### config.mk
export PLATFORM = sky130hd
export DESIGN_NAME = lutram_fifo16
export DESIGN_NICKNAME = d
export VERILOG_FILES = /design/src/rtl/lutram_fifo16.sv
export SDC_FILE = /design/constraint.sdc
export NUM_CORES = 1
export LEC_CHECK = 0
export BUFFER_PORTS_ARGS = -buffer_cell sky130_fd_sc_hd__buf_2
export CORE_ASPECT_RATIO = 1.4
export CORE_MARGIN = 2
export CORE_UTILIZATION = 54
export CTS_BUF_LIST = sky130_fd_sc_hd__clkbuf_16
export DETAILED_ROUTE_END_ITERATION = 7
export GPL_TIMING_DRIVEN = 0
export HOLD_SLACK_MARGIN = 0.02
export PLACE_DENSITY = 0.75
export SYNTH_ARGS = -nofsm -noshare
export SYNTH_HDL_FRONTEND = slang
export SYNTH_SLANG_ARGS = --single-unit
### constraint.sdc
create_clock -name clk -period 2.95 [get_ports clk]
set_input_delay 0.4425 -clock clk [delete_from_list [all_inputs] [get_ports clk]]
set_output_delay 0.4425 -clock clk [all_outputs]
set_load 0.02 [all_outputs]
### src/rtl/lutram_fifo16.sv
// lutram_fifo16 - 16-entry synchronous show-ahead FIFO on distributed RAM.
//
// Storage is a 16 x WIDTH array written synchronously and read
// asynchronously at rd_ptr, so the head word is visible on dout with no
// read latency. Occupancy is tracked in a 5-bit counter; empty/full/afull
// are decoded from that counter, never from a pointer compare.
//
// Ports:
//   clk      in   system clock, all state changes on the rising edge
//   rst      in   synchronous active-high reset (pointers, count, errors)
//   wr       in   push request, din written when accepted
//   din      in   write data [WIDTH-1:0]
//   rd       in   pop request, advances the head when accepted
//   dout     out  head-of-queue data, undefined while empty
//   empty    out  count == 0
//   full     out  count == 16
//   afull    out  count >= AFULL
//   count    out  occupancy 0..16
//   ovf      out  sticky: a push was rejected
//   udf      out  sticky: a pop was rejected
//   clr_err  in   clears ovf/udf (a new error in the same cycle wins)

module lutram_fifo16 #(
   parameter int WIDTH = 8,
   parameter int AFULL = 12
) (
   input  logic             clk,
   input  logic             rst,
   input  logic             wr,
   input  logic [WIDTH-1:0] din,
   input  logic             rd,
   output logic [WIDTH-1:0] dout,
   output logic             empty,
   output logic             full,
   output logic             afull,
   output logic [4:0]       count,
   output logic             ovf,
   output logic             udf,
   input  logic             clr_err
);

   logic [WIDTH-1:0] mem [16];
   logic [3:0]       wr_ptr;
   logic [3:0]       rd_ptr;
   logic             acc_w;
   logic             acc_r;
   logic             rej_w;
   logic             rej_r;

   // Flags decode the registered count, so they all move on the same edge.
   assign empty = (count == 5'd0);
   assign full  = (count == 5'd16);
   assign afull = (count >= 5'(AFULL));

   // A pop on a full FIFO frees the head slot before the edge, letting a
   // simultaneous push land in it.
   assign acc_r = rd & ~empty;
   assign acc_w = wr & (~full | acc_r);
   assign rej_w = wr & ~acc_w;
   assign rej_r = rd & empty;

   assign dout = mem[rd_ptr];

   // RAM has no reset: contents survive rst, only the pointers move.
   always_ff @(posedge clk) begin
      if (acc_w && !rst)
         mem[wr_ptr] <= din;
   end

   always_ff @(posedge clk) begin
      if (rst) begin
         wr_ptr <= '0;
         rd_ptr <= '0;
         count  <= '0;
         ovf    <= 1'b0;
         udf    <= 1'b0;
      end else begin
         if (acc_w)
            wr_ptr <= wr_ptr + 4'd1;
         if (acc_r)
            rd_ptr <= rd_ptr + 4'd1;
         if (acc_w && !acc_r)
            count <= count + 5'd1;
         else if (acc_r && !acc_w)
            count <= count - 5'd1;

         if (rej_w)
            ovf <= 1'b1;
         else if (clr_err)
            ovf <= 1'b0;

         if (rej_r)
            udf <= 1'b1;
         else if (clr_err)
            udf <= 1'b0;
      end
   end

endmodule
==> Word level (Yosys, flattened, before mapping) <==
Memory sizes are Yosys's and may differ from the RTL's. A register that Yosys moved wholly into a read port is not among the register bits.
Cells that the tools add are included.
{ "totals": {"ff_bits": 15, "latch_bits": 0, "mem_bits_rw": 128, "rom_bits": 0, "input_bits": 13, "output_inout_bits": 18, "elab_cells": 39, "n_memories": 1} }
{ "op_classes": {"addsub": 4, "mul": 0, "div": 0, "magnitude_cmp": 1, "eq_ne": 1, "shifts": 0, "muxes": 9, "n_bitwise": 8, "n_reduce_logical": 10} }
{ "memory_table": {"columns": ["name", "words", "word_bits", "read_ports", "rd_clocked_by_memory_dff", "write_ports", "line_no", "rtl"], "rows": [
  ["mem", 16, 8, 1, 1, 1, "42", "logic [WIDTH-1:0] mem [16];"]
]} }
{ "op_table": {"columns": ["operator", "count"], "rows": [
  ["$mux 5", 2],
  ["$add 4x1->4 const B", 2],
  ["$mux 4", 2],
  ["$reduce_bool 2->1", 3],
  ["$add 5x1->5 const B", 1],
  ["$eq 5x5->1 const B", 1],
  ["$ge 5x4->1 const B", 1],
  ["$logic_not 5->1", 1],
  ["$mux 1", 5],
  ["$sub 5x1->5 const B", 1],
  ["$and 1x1->1", 4],
  ["$logic_and 1x1->1", 3],
  ["$logic_not 1->1", 3],
  ["$not 1->1", 3],
  ["$or 1x1->1", 1]
]} }

==> Longest topological paths before layout <==
{ "logic_depth": {"word_depth": 9, "mapped_depth": 11, "depth_no_buf": 10} }

==> Worst setup path after synthesis <==
Ideal clock, no wire load.
{ "synth_timing": {"path_kind": "reg2reg", "startpoint": "reg count[0]", "endpoint": "reg count[4]", "setup_time_ps": 121, "arrival_time_ps": 2748, "required_ps": 2829, "path_slack_ps": 81, "stages_incl_launch_ff": 12, "path_buffers": 1, "period_less_slack_ps": 2869, "path_cell_list": "dfxtp_1 > or4_4 > buf_6 > o31ai_4 > inv_1 > ha_1 > inv_1 > ha_1 > a21oi_1 > a211oi_1 > a31oi_1 > mux2_2"} }
{ "synth_between": {"elab_chain_len": 8, "word_cells_on_any_way": 16, "cone_classes": "add/sub (2); eq/ne (1); mux (2); bitwise (5); reduce/logical (6)"} }
{ "synth_rtl": {"columns": ["element", "line_no", "rtl"], "rows": [
  ["start, declared", "36", "output logic [4:0] count,"],
  ["start signal, assigned", "83", "count <= count + 5'd1;"],
  ["start signal, assigned", "85", "count <= count - 5'd1;"],
  ["$logic_not 5->1", "51", "assign empty = (count == 5'd0);"],
  ["$not 1->1", "57", "assign acc_r = rd & ~empty;"],
  ["$and 1x1->1", "57", null],
  ["$or 1x1->1", "58", "assign acc_w = wr & (~full | acc_r);"],
  ["$and 1x1->1", "58", null],
  ["$logic_not 1->1", "84", "else if (acc_r && !acc_w)"],
  ["$logic_and 1x1->1", "84", null],
  ["$reduce_bool 2->1 (no source line)", null, null]
]} }
Parallel ways exist; a longest one is shown, timed or not. The select of a mux whose other input is x is not followed.
A chain may end at the register's enable or synchronous reset.

==> Worst setup path after layout <==
Same ends and word-level chain as after synthesis.

==> results.cfg <==
[floorplanning]
initial_core_util_pct = 54.7
die_w_um = 92.0
dieHeight_um = 127
design.die.area_um2 = 11700
core_um2 = 10700
rows = 45
ios = 31

[layout]
final_cell_mix = edfxtp_1 (128), nor2_1 (37), mux4_2 (32)
nNetsFinal = 397
instances_no_fill = 527
drive_gt1_share_pct = 29.8
fin_util_pct = 63.9
area_growth_pct = 16.8
final_common_cell = edfxtp_1
antenna_cells = 0

[logic_synthesis]
synth-simple-area-share_pct = 5.37
synth_warnings = 0
synth_area_um2 = 5850
synthXorXnorAreaFrac_pct = 1.20
muxShareOfSynthArea_pct = 12.7
synth_top_family_by_area = multiplexers
synth_fa_ha_area_share_pct = 2.48
synthesis.instances = 324
syn_nets = 348
synth-compound-area-share_pct = 4.49
ys_ff_latch = 147
ys_seq_area_share_pct = 72.2
synth.distinct_cells = 36
avgSynthCellArea_um2 = 18.1

[critical_path]
start_kind = flip-flop
worstSetupEndpointType = flip-flop
critPathArrivalTime_ns = 3.14
crit_required_ns = 3.26
path_max_fanout = 9
worstSetupPathType = flip-flop to flip-flop

[route]
wirelength_um = 11300
postRouteAntennaNets = 0
viasPerCell = 5.78
wl_per_cell_um = 21.5
drt-initial-drc-count = 241
first_pass_iters = 4
vias = 3048
route.detailed.drc = 0

[clocking]
cts_buffer_depth = 2
clk_pin_slew_ns = 0.06
cts_hold_buf = 0
htreeDepth = 4
cts_root_buf = clkbuf_16
cts.sinks = 147
cts_buffers = 17
clk_latency_ns = 0.42
cts_tree = done

[pwr]
powerDensity_nw_per_um2 = 868
p_leak_nw = 2.29
irDropWorstVdd_v = 0.000495

[placed_design]
dpl.cell_count = 495
gp_congestion = 0.889
io_buffers = 30
dp_hpwl_um = 7320
pre_cts_slack_ns = -0.140

[worst_hold_path]
hold_path_class = input pin to flip-flop

[grt]
antenna_found_initial = 0
grt_max_degree = 17
grtUsageTotal_pct = 21.2
grt_pass1_vias = 3160
grt_pass1_wl_um = 17600
gr-total-overflow = 0

[sta]
slew_headroom_pct = 46.7
fin_crit_sh_pct = 95.8
fin_crit_ns = 2.83
hold_viol = 0
fmax_mhz = 354
layout_setup_ws_ns = 0.125
rsz0062_at_grt = false
slew_viol_final = 0
hold_slack_ns = 0.374
setup_viol = 0
clock-skew-final_ns = 0.0108
worst_pin_slew_ns = 0.797

[flow_run]
drv_cap = 0

[status]
status = complete, no violations
metrics by stage:
step                area, um^2  TNS [ns]  total power (W)
finish                    6840         0          0.00593
global route              6840         0          0.00617
CTS                       6800         0          0.00595
floorplan                 5850         0          0.00343
detailed placement        6180    -0.140          0.00381
global placement          6180    -0.106          0.00378
synth_stat cells (all sizes together):
cell | n | share of area, %
edfxtp | 128 | 66
nor2 | 37 | 2.4
mux4 | 32 | 12
dfxtp | 19 | 6.5
a22oi | 18 | 2.3
nand2 | 13 | 0.83
ha | 10 | 2.1
clkbuf | 8 | 0.51
inv | 8 | 0.51
a21oi | 6 | 0.51
buf | 6 | 0.58
nand3 | 6 | 0.51
xor2 | 6 | 0.90
nand3b | 3 | 0.38
or3 | 3 | 0.41
nor2b | 2 | 0.21
o211ai | 2 | 0.26
o21ai | 2 | 0.24
o31ai | 2 | 0.49
xnor2 | 2 | 0.30
a211oi | 1 | 0.13
a31oi | 1 | 0.11
and2 | 1 | 0.11
and3 | 1 | 0.11
fa | 1 | 0.34
mux2 | 1 | 0.19
mux2i | 1 | 0.17
nor3 | 1 | 0.085
o311ai | 1 | 0.45
or3b | 1 | 0.15
or4 | 1 | 0.19
what timing repair did:
action                                  4_1_cts  5_1_grt
pin swaps                                     1        1
gates resized for setup                       7       11
hold endpoints to repair                      0        0
buffers inserted                              1        0
endpoints found under the setup margin        9        9
sequential cells by signal (all words and copies together) (netlist names), named ones only:
signal / count
mem: 128
wr_ptr: 4
ovf: 1
count: 5
udf: 1
rd_ptr: 4
where the power goes:
part	internal, W	total [W]	switching [W]
Sequential	0.00234	0.00243	0.0000858
Clock	0.00132	0.00211	0.000789
Combinational	0.000630	0.00140	0.000770
path summary, 6_finish.rpt:
| path | from | endpoint | slack (ns) | cells after the start |
|---|---|---|---|---|
| setup / recovery | count[0] | count[4] | 0.12 | 10 |
| hold / removal | clr_err | ovf | 0.37 | 4 |
| setup reg to reg | count[0] | count[4] | 0.12 | 10 |
| hold reg to reg | wr_ptr[1] | wr_ptr[1] | 0.52 | 2 |
kinds of logic after synthesis:
logic type / after synthesis
DFF: 147
and+or+nand+nor: 69
muxes: 34
AOI/OAI and AO/OA: 33
buffers and inverters: 22
adders and majority gates: 11
xor gates and xnor gates: 8
final cells by class:
cell class / count / area (um^2)
buffer: 13 / 70.1
inverter: 8 / 30.0
clock buffer: 17 / 425
multi-input combinational: 155 / 1580
fill: 758 / 3860
clock inverter: 15 / 168
sequential: 147 / 4230
tap: 141 / 176
timing repair buffer: 31 / 158
critical path, cell delays in order, from the launching register on:
cell and delay (ns):
dfxtp_2 0.34, or4_4 0.54, buf_6 0.17, o31ai_4 0.22, inv_1 0.10, ha_4 0.18
fa_2 0.34, nand3b_1 0.21, a211oi_2 0.26, a31oi_2 0.07, mux2_2 0.28
routing by layer:
layer	part of all wire, %	GRT usage [%]
met1	38	25.3
met2	53	35.3
met3	5.2	5.37
met4	3.5	11.6
met5	0	0
(Power assumes the default switching activity.)
